File: src/rtl/rf_wb_arbiter_pkg.sv
// rtl/rf_wb_arbiter_pkg.sv - shared constants and requester IDs for the writeback arbiter
//
// Contents:
//   NUM_REGS  number of architectural registers tracked by the busy scoreboard
//   IDX_W     width of a register index
//   req_id_e  requester identifiers used by the round-robin pointer
package rf_wb_arbiter_pkg;

   localparam int NUM_REGS = 32;
   localparam int IDX_W    = 5;

   typedef enum logic {
      REQ_ALU = 1'b0,
      REQ_LSU = 1'b1
   } req_id_e;

endpackage : rf_wb_arbiter_pkg

File: src/rtl/rf_wb_arbiter_rr_arb2.sv
// rtl/rf_wb_arbiter_rr_arb2.sv - two-way round-robin grant between ALU and LSU writeback
//
// Ports:
//   clk       single clock, rising edge
//   reset     synchronous active-high reset; forces both grants low
//   req_alu   ALU request (valid)
//   req_lsu   LSU request (valid)
//   gnt_alu   ALU granted this cycle (combinational)
//   gnt_lsu   LSU granted this cycle (combinational)
module rr_arb2
   import rf_wb_arbiter_pkg::*;
(
   input  logic clk,
   input  logic reset,
   input  logic req_alu,
   input  logic req_lsu,
   output logic gnt_alu,
   output logic gnt_lsu
);

   req_id_e prio_q;

   // The pointer only moves on contention, so a lone requester never
   // steals the next turn from the other side.
   always_ff @(posedge clk) begin
      if (reset) begin
         prio_q <= REQ_ALU;
      end else if (req_alu && req_lsu) begin
         prio_q <= (prio_q == REQ_ALU) ? REQ_LSU : REQ_ALU;
      end
   end

   always_comb begin
      gnt_alu = 1'b0;
      gnt_lsu = 1'b0;
      if (!reset) begin
         if (req_alu && req_lsu) begin
            gnt_alu = (prio_q == REQ_ALU);
            gnt_lsu = (prio_q == REQ_LSU);
         end else begin
            gnt_alu = req_alu;
            gnt_lsu = req_lsu;
         end
      end
   end

endmodule : rr_arb2

File: src/rtl/rf_wb_arbiter.sv
// rtl/rf_wb_arbiter.sv - ALU/LSU writeback arbiter with register busy scoreboard
//
// Ports:
//   clk, reset                      single clock; synchronous active-high reset
//   alu_valid/alu_rd_idx/alu_data   ALU writeback request
//   alu_ready                       ALU granted this cycle
//   lsu_valid/lsu_rd_idx/lsu_data   LSU writeback request
//   lsu_ready                       LSU granted this cycle
//   issue_en/issue_rd_idx           issued instruction marks its destination busy
//   rs1_idx/rs2_idx                 source indices to look up
//   rs1_busy/rs2_busy               source has a pending write (registered view)
//   rf_wr_en/rf_rd_idx/rf_wr_data   registered register-file write port, one cycle after grant
module rf_wb_arbiter
   import rf_wb_arbiter_pkg::*;
#(
   parameter int DWIDTH = 64
) (
   input  logic              clk,
   input  logic              reset,
   input  logic              alu_valid,
   input  logic [IDX_W-1:0]  alu_rd_idx,
   input  logic [DWIDTH-1:0] alu_data,
   output logic              alu_ready,
   input  logic              lsu_valid,
   input  logic [IDX_W-1:0]  lsu_rd_idx,
   input  logic [DWIDTH-1:0] lsu_data,
   output logic              lsu_ready,
   input  logic              issue_en,
   input  logic [IDX_W-1:0]  issue_rd_idx,
   input  logic [IDX_W-1:0]  rs1_idx,
   input  logic [IDX_W-1:0]  rs2_idx,
   output logic              rs1_busy,
   output logic              rs2_busy,
   output logic              rf_wr_en,
   output logic [IDX_W-1:0]  rf_rd_idx,
   output logic [DWIDTH-1:0] rf_wr_data
);

   logic                grant;
   logic [IDX_W-1:0]    grant_idx;
   logic [DWIDTH-1:0]   grant_data;
   logic [NUM_REGS-1:0] busy_q;
   logic [NUM_REGS-1:0] busy_d;
   logic [NUM_REGS-1:0] set_mask;
   logic [NUM_REGS-1:0] clr_mask;

   rr_arb2 u_arb (
      .clk     (clk),
      .reset   (reset),
      .req_alu (alu_valid),
      .req_lsu (lsu_valid),
      .gnt_alu (alu_ready),
      .gnt_lsu (lsu_ready)
   );

   always_comb begin
      grant      = alu_ready | lsu_ready;
      grant_idx  = alu_ready ? alu_rd_idx : lsu_rd_idx;
      grant_data = alu_ready ? alu_data   : lsu_data;
   end

   // Set is applied after clear so an issue and a writeback to the same
   // register in one cycle leaves it busy for the newer instruction.
   always_comb begin
      set_mask = '0;
      clr_mask = '0;
      for (int i = 0; i < NUM_REGS; i++) begin
         if (issue_en && (issue_rd_idx == i[IDX_W-1:0])) begin
            set_mask[i] = 1'b1;
         end
         if (grant && (grant_idx == i[IDX_W-1:0])) begin
            clr_mask[i] = 1'b1;
         end
      end
      busy_d    = (busy_q & ~clr_mask) | set_mask;
      busy_d[0] = 1'b0;
   end

   always_ff @(posedge clk) begin
      if (reset) begin
         busy_q <= '0;
      end else begin
         busy_q <= busy_d;
      end
   end

   // Lookups see only the registered scoreboard; same-cycle updates are
   // deliberately not forwarded.
   always_comb begin
      rs1_busy = busy_q[rs1_idx];
      rs2_busy = busy_q[rs2_idx];
   end

   // Writes to x0 still consume the grant but never pulse the write enable.
   always_ff @(posedge clk) begin
      if (reset) begin
         rf_wr_en   <= 1'b0;
         rf_rd_idx  <= '0;
         rf_wr_data <= '0;
      end else begin
         rf_wr_en <= grant && (grant_idx != '0);
         if (grant) begin
            rf_rd_idx  <= grant_idx;
            rf_wr_data <= grant_data;
         end
      end
   end

endmodule : rf_wb_arbiter

File: config.mk
export PLATFORM = sky130hd
export DESIGN_NAME = rf_wb_arbiter
export DESIGN_NICKNAME = d
export VERILOG_FILES = /design/src/rtl/rf_wb_arbiter_pkg.sv /design/src/rtl/rf_wb_arbiter_rr_arb2.sv /design/src/rtl/rf_wb_arbiter.sv
export SDC_FILE = /design/constraint.sdc
export NUM_CORES = 1
export LEC_CHECK = 0
export CAP_MARGIN = 25
export CORE_MARGIN = 8
export CORE_UTILIZATION = 30
export CTS_BUF_LIST = sky130_fd_sc_hd__clkbuf_16
export DETAILED_ROUTE_END_ITERATION = 10
export PLACE_DENSITY_LB_ADDON = 0.2
export SLEW_MARGIN = 20
export SYNTH_ARGS = -nofsm -noshare
export SYNTH_HDL_FRONTEND = slang
export SYNTH_HIERARCHICAL = 1
export SYNTH_SLANG_ARGS = --single-unit
export TNS_END_PERCENT = 30
File: constraint.sdc
create_clock -name clk -period 3.99 [get_ports clk]
set_clock_uncertainty 0.1 [all_clocks]
set_input_delay 0.798 -clock clk [delete_from_list [all_inputs] [get_ports clk]]
set_output_delay 0.798 -clock clk [all_outputs]
set_load 0.005 [all_outputs]
==> run_results.csv <==
group,metric,value,unit
grt,antenna_found_initial,0,
routing,vias_per_cell,4.782,
grt,grt_pass1_wl,29950,um
grt,grt_max_degree,129,
power,p_int,1.815,mW
finish,final_area,0.007946,mm^2
routing,wl,19080,um
finish,area_delta_synth_final,52.96,%
power,combPwrFrac,22.1,%
finish,mostFrequentLayoutCells,"clkdlybuf4s50_1 (230), nor2_1 (153), a21oi_1 (106), dfxtp_1 (102), mux2i_1 (86)",
sta,whs,407.6,ps
floorplanning,core-area,0.01712,mm^2
power,clkPwrFrac,33.9,%
synth,synth_top_family_by_area,"simple AND/OR/NAND/NOR gates",
synth,synth_cell_types,33,
placed_design,hpwl,14580,um
power,p_leak,2.899,nW
synth,synth_compound_gate_area_share,16.71,%
setup_path,end_kind,"output pin",
power,power,2.492,mW
sta,maxSlewHeadroom,49.95,%
cts,postCtsSetupRepairBufs,0,
synth,synth-xor-area-share,0,%
sta,finalSetupViolCount,0,
finish,fin_nets,1007,
job,drv_cap,0,
synth,seq_area_frac_synth,39.31,%
synth,async_reset_ff_share,0,%
cts,cts_tree,"built",
cts,ctsResizeCount,0,
sta,rsz0062_at_grt,"no",
placed_design,portBuffers,231,
power,peakVddDrop,0.2266,mV
synth,synth_warnings,6,
synth,synth_top_flop_cell,"dfxtp_1",
setup_path,cp-start-kind,"input pin",
setup_path,cp.required,3090,ps
floorplanning,num_rows,48,
finish,drive_gt1_share,4.098,%
power,switching_share,27.15,%
grt,grt_overflow,0,
setup_path,cp_max_fo,7,
setup_path,worstSetupPathType,"input pin to output pin",
synth,synthesis.area,0.005195,mm^2
routing,drtPass1Iterations,4,
synth,synth.avg_cell_area,8.054,um^2
cts,cts.clk_slew.worst_paths,60,ps
sta,hold_viol_final,0,
cts,cts_sinks,102,
grt,grt_pass1_vias,5312,
sta,final.setup.tns,0,ps
synth,synthCells,645,
run_status,run_status,"completed",
synth,synth_mux_area_share,19.17,%
cts,cts_buffers,9,
cts,clock_path_buffers,2,
synth,yosys.area_share.simple,20.52,%
power,seq_power_share,44.1,%
routing,antenna_left,0,
placed_design,gp_congestion,0.8438,
synth,synth-edff-count,0,
routing,via_count,5160,
cts,hold_buffers,0,
cts,clk_latency,350,ps
floorplanning,die_w,147.6,um
power,p_per_area,313.6,mW/mm^2
cts,cts_root_buf,"clkbuf_16",
sta,post-route-period-util,94.79,%
synth,syn_nets,803,
synth,ys_ff_latch,102,
floorplanning,dieArea,0.02178,mm^2
routing,drt-initial-drc-count,263,
finish,final_common_cell,"clkdlybuf4s50_1",
setup_path,crit_arrival,2880,ps
cts,cts_htree_levels,3,
floorplanning,io_pins,232,
sta,max_freq,264.4,MHz
grt,grtUsageTotal,17.53,%
sta,period_needed,3782,ps
synth,synth_fa_ha_area_share,0,%
sta,drv_slew,0,
routing,drc,0,
floorplanning,start_util,30.35,%
placed_design,place_area,0.007671,mm^2
sta,tightest_slew,750.8,ps
worst_hold_path,hold_path_class,"register to register",
finish,diodes,0,
routing,wl_per_cell,17.68,um
floorplanning,die_y,147.6,um
power,switching_power,676.4,uW
worst max-delay path, cell delays in order:
cell             delay (ps)
clkdlybuf4s50_1         700
mux4_2                  550
nand2b_1                150
o211ai_1                100
nand4_1                 120
clkdlybuf4s50_1         470
worst paths after layout:
path	startpoint	endpoint	slack (ps)	cells after the start
max	rs1_idx[0]	rs1_busy	210	6
min	busy_q[29]	busy_q[29]	410	2
max reg2reg	u_arb/prio_q	rf_wr_data[7]	1760	6
min reg2reg	busy_q[29]	busy_q[29]	410	2
cell families (layout without fill, tap and decap cells):
family / after synthesis / count (layout)
compound gates: 160 / 160
buf+inv: 50 / 259
flops: 102 / 102
mux: 92 / 92
simple gates: 241 / 241
synthesized netlist by cell type, types with 5 or more instances:
master,instances,area [um^2]
nand3_1,17,85.08
nor3b_1,6,45.04
o22ai_1,7,43.79
mux4_2,6,135.1
o21ai_0,28,140.1
and3b_1,6,52.55
mux2i_1,86,860.8
dfxtp_1,102,2042
nand2b_1,5,31.28
a21oi_1,106,530.5
nor2b_1,10,62.56
clkbuf_1,18,67.56
nand2_1,28,105.1
nor2_1,153,574.3
nor3_1,5,25.02
buf_2,28,140.1
layout make-up:
type | instances | area, um^2
flip-flops and latches | 102 | 2042
clock buffers | 9 | 225.2
multi-input cells | 493 | 2950
repair buffers | 239 | 2382
clock inverters | 7 | 50.05
well taps | 225 | 281.5
fillers | 1684 | 9170
inverters | 4 | 15.01
metal layers:
layer  up-vias  wire length, um  global-route usage, %  part of all wire, %
li1       2653                -                      -                    -
met2       172             9134                  28.88                   48
met1      2309             7553                  19.38                   40
met3        26             1935                  8.285                   10
met4         0              456                  6.425                  2.4
met5         -                0                      0                    0
power groups by stage:
stage | sequential [mW] | combinational, mW | clock (mW)
3_5_place_dp | 1.12 | 0.552 | 0
5_1_grt | 1.10 | 0.605 | 0.911
2_1_floorplan | 1.12 | 0.233 | 0
4_1_cts | 1.10 | 0.555 | 0.881
6_report | 1.10 | 0.550 | 0.844
3_3_place_gp | 1.12 | 0.554 | 0
state kept, by name (all words and copies together), names as in the netlist:
register      flops
busy_q           31
rf_wr_en          1
rf_wr_data       64
u_arb/prio_q      1
rf_rd_idx         5
per-stage QoR:
stage / util, % / std cells / setup WS, ps
floorplan: - / 645 / 1288
global placement: 44.82 / 1063 / 226.6
detailed placement: 44.82 / 1063 / 213.3
CTS: 46.43 / 1079 / 205.6
global route: 46.43 / 1079 / 128.1
finish: 46.43 / 1079 / 207.7
No activity file was read; power rests on OpenSTA's default activity.
